==> config.mk <==
export PLATFORM = sky130hd
export DESIGN_NAME = menu_controller
export DESIGN_NICKNAME = d
export VERILOG_FILES = /design/src/rtl/menu_controller.sv
export SDC_FILE = /design/constraint.sdc
export NUM_CORES = 1
export LEC_CHECK = 0
export BUFFER_PORTS_ARGS = -buffer_cell sky130_fd_sc_hd__buf_2
export CORE_MARGIN = 3
export CORE_UTILIZATION = 60
export DETAILED_ROUTE_END_ITERATION = 8
export GPL_TIMING_DRIVEN = 0
export PLACE_DENSITY = 0.78
export SYNTH_ARGS = -nofsm -noshare
export SYNTH_HDL_FRONTEND = slang
export SYNTH_SLANG_ARGS = --single-unit
export TNS_END_PERCENT = 5
==> constraint.sdc <==
create_clock -name clk -period 3.07 [get_ports clk]
set_input_delay 0.4605 -clock clk [delete_from_list [all_inputs] [get_ports clk]]
set_output_delay 0.4605 -clock clk [all_outputs]
set_load 0.1 [all_outputs]
==> src/rtl/menu_controller.sv <==
// Front end of the on-screen menu: debounces five push buttons and turns the
// resulting presses into cursor position, three phase durations and run state.
module menu_controller #(
    parameter int DEBOUNCE_CYCLES = 1000000,
    parameter int MIN_DUR         = 1,
    parameter int MAX_DUR         = 99,
    parameter int DEF_GREEN       = 10,
    parameter int DEF_YELLOW      = 3,
    parameter int DEF_RED         = 2
) (
    input  logic       clk,
    input  logic       rst_n,
    input  logic       btn_up,
    input  logic       btn_down,
    input  logic       btn_left,
    input  logic       btn_right,
    input  logic       btn_center,
    output logic [3:0] menu_sel,
    output logic [7:0] green_duration,
    output logic [7:0] yellow_duration,
    output logic [7:0] red_holding,
    output logic [1:0] run_state,
    output logic       sim_clear
);

    localparam int NB = 5;
    localparam int CW = $clog2(DEBOUNCE_CYCLES);
    localparam logic [CW-1:0] CNT_LAST = CW'(DEBOUNCE_CYCLES - 1);
    localparam logic [7:0] MIN_B = 8'(MIN_DUR);
    localparam logic [7:0] MAX_B = 8'(MAX_DUR);

    // Bit positions inside the packed button vector
    localparam int B_LEFT   = 0;
    localparam int B_RIGHT  = 1;
    localparam int B_DOWN   = 2;
    localparam int B_UP     = 3;
    localparam int B_CENTER = 4;

    typedef enum logic [1:0] {
        RUN_STOPPED = 2'b00,
        RUN_PLAYING = 2'b01,
        RUN_PAUSED  = 2'b10
    } run_e;

    typedef enum logic [2:0] {
        EV_NONE,
        EV_CENTER,
        EV_UP,
        EV_DOWN,
        EV_RIGHT,
        EV_LEFT
    } event_e;

    logic [NB-1:0] btn_raw;
    logic [NB-1:0] sync1_q, sync2_q;
    logic [NB-1:0] level_q, level_d, level_prev_q;
    logic [NB-1:0] press_q, press_d;
    logic [CW-1:0] cnt_q [NB];
    logic [CW-1:0] cnt_d [NB];

    assign btn_raw = {btn_center, btn_up, btn_down, btn_right, btn_left};

    // Counter runs only while the synchronised sample disagrees with the
    // accepted level; any agreement throws the partial count away.
    always_comb begin
        level_d = level_q;
        for (int i = 0; i < NB; i++) begin
            cnt_d[i] = '0;
            if (sync2_q[i] != level_q[i]) begin
                if (cnt_q[i] == CNT_LAST) begin
                    level_d[i] = sync2_q[i];
                end else begin
                    cnt_d[i] = cnt_q[i] + CW'(1);
                end
            end
        end
        press_d = level_q & ~level_prev_q;
    end

    // NOTE: every flop, including the counter array, is reset; a stale
    // count surviving reset would let a half-debounced press leak through.
    always_ff @(posedge clk or negedge rst_n) begin
        if (!rst_n) begin
            sync1_q      <= '0;
            sync2_q      <= '0;
            level_q      <= '0;
            level_prev_q <= '0;
            press_q      <= '0;
            for (int i = 0; i < NB; i++) cnt_q[i] <= '0;
        end else begin
            sync1_q      <= btn_raw;
            sync2_q      <= sync1_q;
            level_q      <= level_d;
            level_prev_q <= level_q;
            press_q      <= press_d;
            for (int i = 0; i < NB; i++) cnt_q[i] <= cnt_d[i];
        end
    end

    event_e ev;

    always_comb begin
        ev = EV_NONE;
        if      (press_q[B_CENTER]) ev = EV_CENTER;
        else if (press_q[B_UP])     ev = EV_UP;
        else if (press_q[B_DOWN])   ev = EV_DOWN;
        else if (press_q[B_RIGHT])  ev = EV_RIGHT;
        else if (press_q[B_LEFT])   ev = EV_LEFT;
    end

    function automatic logic [3:0] next_sel(input logic [3:0] s);
        case (s)
            4'd1:    return 4'd2;
            4'd2:    return 4'd3;
            4'd3:    return 4'd6;
            4'd6:    return 4'd7;
            4'd7:    return 4'd8;
            default: return 4'd1;
        endcase
    endfunction

    function automatic logic [3:0] prev_sel(input logic [3:0] s);
        case (s)
            4'd2:    return 4'd1;
            4'd3:    return 4'd2;
            4'd6:    return 4'd3;
            4'd7:    return 4'd6;
            4'd8:    return 4'd7;
            default: return 4'd8;
        endcase
    endfunction

    function automatic logic [7:0] bump(input logic [7:0] v, input logic inc);
        if (inc) return (v >= MAX_B) ? MAX_B : v + 8'd1;
        else     return (v <= MIN_B) ? MIN_B : v - 8'd1;
    endfunction

    logic [3:0] sel_q, sel_d;
    logic [7:0] green_q, green_d, yellow_q, yellow_d, red_q, red_d;
    run_e       run_q, run_d;
    logic       sim_clear_q, sim_clear_d;

    // NOTE: every _d gets its default before the case so no path infers a latch.
    always_comb begin
        sel_d       = sel_q;
        green_d     = green_q;
        yellow_d    = yellow_q;
        red_d       = red_q;
        run_d       = run_q;
        sim_clear_d = 1'b0;
        case (ev)
            EV_CENTER: begin
                case (sel_q)
                    4'd6: run_d = RUN_PLAYING;
                    4'd7: if (run_q == RUN_PLAYING) run_d = RUN_PAUSED;
                    4'd8: begin
                        run_d       = RUN_STOPPED;
                        sim_clear_d = (run_q != RUN_STOPPED);
                    end
                    default: ;
                endcase
            end
            EV_UP:   sel_d = prev_sel(sel_q);
            EV_DOWN: sel_d = next_sel(sel_q);
            EV_RIGHT, EV_LEFT: begin
                if (run_q != RUN_PLAYING) begin
                    case (sel_q)
                        4'd1:    green_d  = bump(green_q,  ev == EV_RIGHT);
                        4'd2:    yellow_d = bump(yellow_q, ev == EV_RIGHT);
                        4'd3:    red_d    = bump(red_q,    ev == EV_RIGHT);
                        default: ;
                    endcase
                end
            end
            default: ;
        endcase
    end

    always_ff @(posedge clk or negedge rst_n) begin
        if (!rst_n) begin
            sel_q       <= 4'd1;
            green_q     <= 8'(DEF_GREEN);
            yellow_q    <= 8'(DEF_YELLOW);
            red_q       <= 8'(DEF_RED);
            run_q       <= RUN_STOPPED;
            sim_clear_q <= 1'b0;
        end else begin
            sel_q       <= sel_d;
            green_q     <= green_d;
            yellow_q    <= yellow_d;
            red_q       <= red_d;
            run_q       <= run_d;
            sim_clear_q <= sim_clear_d;
        end
    end

    assign menu_sel        = sel_q;
    assign green_duration  = green_q;
    assign yellow_duration = yellow_q;
    assign red_holding     = red_q;
    assign run_state       = run_q;
    assign sim_clear       = sim_clear_q;

endmodule

==> implementation parameters <==
Parameter                              Value

Status
  Run status ... finished with violations
  Violated checks ... negative hold slack

Synth
  Share of the yosys chip area belonging to registers ... 49.20%
  Number of enable-type register cells in the synthesized netlist ... 0
  Dominant cells by area after synthesis ... dfrtp_1 47%, xor2_1 7.7%, nor2_1 6.6%
  Leading cell type by number of instances after synthesis ... dfrtp_1
  Register bit total from synthesis ... 156
  Avg Inst Size Synth ... 9.578 µm²
  Net count of the mapped netlist ... 851
  Yosys warns ... 0
  Synth Instances ... 830
  Top cell types by occurrence after synthesis ... 150 x dfrtp_1, 140 x nor2_1, 70 x xor2_1, 68 x nand2_1, 54 x nand3_1
  Mapped cell area ... 7950 µm²
  Most frequently used flop master after synthesis ... dfrtp_1
  Ys async rst share ... 100.0%
  Count of different cell masters after synthesis ... 68
  Fraction of post-synthesis cell area in the top cell type by area ... 47.21%
  Cell taking the most area after synthesis ... dfrtp_1

Finish
  Count of fill cells added during filler insertion ... 966
  FF/Latch Area ... 3911 µm²
  Layout net count ... 908
  Antenna Cells ... 0
  Multi-input combinational cell area ... around 3800 µm²
  Final core occ ... 70.02%
  Post-Layout Inst Area ... around 8900 µm²
  Layout cells sized above 1 ... 13.44%
  Layout area overhead ... 12.50%

Clock tree
  Clock Latency Late Sink ... 0.42 ns
  TritonCTS clock tree ... done
  Clock-pin slew of the registers on the worst-case setup and hold paths ... 0.06 ns
  CTS root buffer ... clkbuf_16
  Number of resized instances in the post-cts repair step ... 0
  CTS Hold Buffers Added ... 0
  H-tree depth ... 4
  Postcts setup bufs ... 0
  Max clock buf depth ... 2
  Clock sink total ... 156
  Number of buffers inserted during clock tree synthesis ... 17

Setup path
  Worst reg2reg startpoint ... press_q[4]
  Largest incremental delay on the critical path ... roughly 0.80 ns
  Kind of critical path ... flop to flop
  Buffering stage count on the worst path with inverters included ... 1
  Reg-to-Reg End ... red_holding[0]
  Crit path launch type ... flop
  List of cells traversed by the critical path ... clkbuf_1 > nor4b_2 > o211ai_1 > a211oi_1 > a21oi_1
  Setup slack of the most critical reg-to-reg path ... around 0.68 ns
  Worst-case reg-to-reg path depth ... 5
  Cell type group with the largest total delay on the critical path ... compound AO/OA/AOI/OAI gates
  Launch point of the critical path ... press_q[4]
  Slowest cell on the critical path ... nor4b_2
  Critical path arrival ... 2.68 ns
  Worst-path maximum fanout ... 9
  Type of destination of the critical path ... flop
  Required time at the endpoint of the critical path ... ~3.4 ns

Detailed routing
  Metal-1 WL ... 7.308 mm
  Routed WL ... 15.55 mm
  Routed WL per cell ... 14.50 µm
  Number of design rule violations left after detail routing ... 0
  Routed vias/inst ... 5.721
  Highest metal used ... met4
  Routed met3 length ... 535 µm
  Violation count after the first detailed-route iteration ... about 540
  First-pass detailed-route iteration total ... 5
  Overall via count from detail_route ... 6133
  Antenna viol nets, final ... 0
  Met2 WL post-DR ... 7.538 mm

Timing
  Post-Route Skew ... 0.004454 ns
  Hold Fails Final Rpt ... 7
  Min Clock Period, post-route ... 2.386 ns
  Post-route fraction of the period consumed by the critical path ... 77.72%
  Pin slew with the least headroom to its limit ... 0.9253 ns
  Fmax ... 0.4191 GHz
  Count of final max-slew check failures ... 0
  Setup violations, final ... 0
  Worst Hold Margin ... -0.005211 ns
  Relative slew margins ... 38.15%
  Setup repair after global routing missed its margin ... no

Die
  CORE AREA ... ~13000 µm²
  Top-level port count ... 38
  Total number of placement rows ... 41
  Die Outline Area ... 14670 µm²
  Die width ... between 100 and 150 µm
  Initial core utilization ... roughly 62%
  Die Y ... roughly 120 µm

Global routing
  Initial antenna violation count ... 0
  Vias in the first global route ... around 6000
  Largest net degree at the start of global routing ... 104
  First-pass GRT wire length ... 27.52 mm
  Overall routing resource usage ... 22.89%
  Leftover overflow at the end of global routing ... 0

Power and ir drop
  Lkg Pwr ... 4.086 nW
  Largest vdd supply drop ... 0.0004410 V
  Pwr dens ... roughly 470 nW/µm²

Place
  HPWL reported at the end of detailed placement ... 10.53 mm
  Number of port buffers ... 37
  Routability congestion estimate ... 0.8686
  Total placed instance area ... 8384 µm²

Min path
  Worst hold path type ... primary input to async pin

Job
  Max capacitance violation total ... 0
routing by layer:
layer	GRT usage, %	vias up
li1	-	3006
met1	31.52	2999
met2	36.51	113
met3	4.988	15
met4	7.153	0
met5	0	-
worst register-to-register path: stages (launching register included):
cell and delay (ns):
dfrtp_1 0.35, clkbuf_1 0.18, nor4b_2 0.80, o211ai_1 0.48, a211oi_1 0.38, a21oi_1 0.08
through the flow:
stage | total power [mW] | hold WS, ns | instances | setup TNS [ns] | worst slack [ns]
2_1_floorplan | 2.178 | 0.1649 | 830 | 0 | 0.5810
3_3_place_gp | 2.234 | 0.3348 | 1039 | -94.90 | -0.6458
3_5_place_dp | 2.243 | 0.3347 | 1040 | 0 | 0.6732
4_1_cts | 4.224 | 0.007136 | 1072 | 0 | 0.6512
5_1_grt | 4.334 | 0.03348 | 1072 | 0 | 0.4355
6_report | 4.179 | -0.005211 | 1072 | 0 | 0.6840
final cells by class:
type                            instances  share of cell area [%]
Clock inverter                         14                   1.343
Multi-Input combinational cell        624                   42.57
Tap cell                              172                   2.406
Buffer                                 28                   1.665
Sequential cell                       156                   43.73
Inverter                               22                  0.9233
Timing Repair Buffer                   38                   2.448
Clock buffer                           18                   4.910
registers in the layout (all words and copies together), names as in the netlist:
register         cells
level_q              5
level_prev_q         5
sync2_q              5
cnt_q              100
sync1_q              5
green_duration       8
press_q              5
yellow_duration      8
red_holding          8
sim_clear            1
menu_sel             4
run_state            2
cell usage in the layout (no fill, tap or decap), drive strengths merged, types with 3 or more instances in the layout:
cell type,count
a211oi,3
a21oi,25
a22o,3
a31oi,4
and2,3
and3,27
and4,6
buf,52
clkbuf,32
clkinv,7
clkinvlp,3
dfrtp,150
dfstp,6
ha,14
inv,25
mux2,6
nand2,68
nand2b,3
nand3,54
nand4,15
nor2,140
nor2b,8
nor3,21
nor3b,3
nor4,14
nor4b,4
nor4bb,3
o211ai,3
o21ai,32
o221ai,4
o22ai,8
o31ai,5
or2,9
or3,8
or4,8
or4b,3
xnor2,26
xor2,70
power breakdown:
part	total [mW]	switching [mW]	internal, mW	leakage [nW]
sequential	2.10	0.0198	2.08	2.12
combinational	0.105	0.0758	0.0292	1.69
clock	1.97	0.838	1.14	0.274
total	4.18	0.934	3.25	4.09
worst max path at each step:
| stage | cells past startpoint | end | slack, ns |
|---|---|---|---|
| 2_1_floorplan | 5 | yellow_duration[7] | 0.58 |
| 3_3_place_gp | 1 | cnt_q[27] | -0.65 |
| 3_5_place_dp | 5 | yellow_duration[4] | 0.67 |
| 4_1_cts | 5 | red_holding[0] | 0.65 |
| 5_1_grt | 6 | red_holding[3] | 0.44 |
| 6_report | 5 | red_holding[0] | 0.68 |
cells by family (layout without fill, tap and decap cells):
group           Yosys count  count (layout)  share of synthesized area [%]
compound gates          107             107                          9.207
buf+inv                  50             120                          2.912
simple gates            401             401                          25.05
flops                   156             156                          49.20
mux                       6               6                         0.8498
xor+xnor                 96              96                          10.58
fa+ha+maj                14              14                          2.203
(Power assumes the default switching activity.)
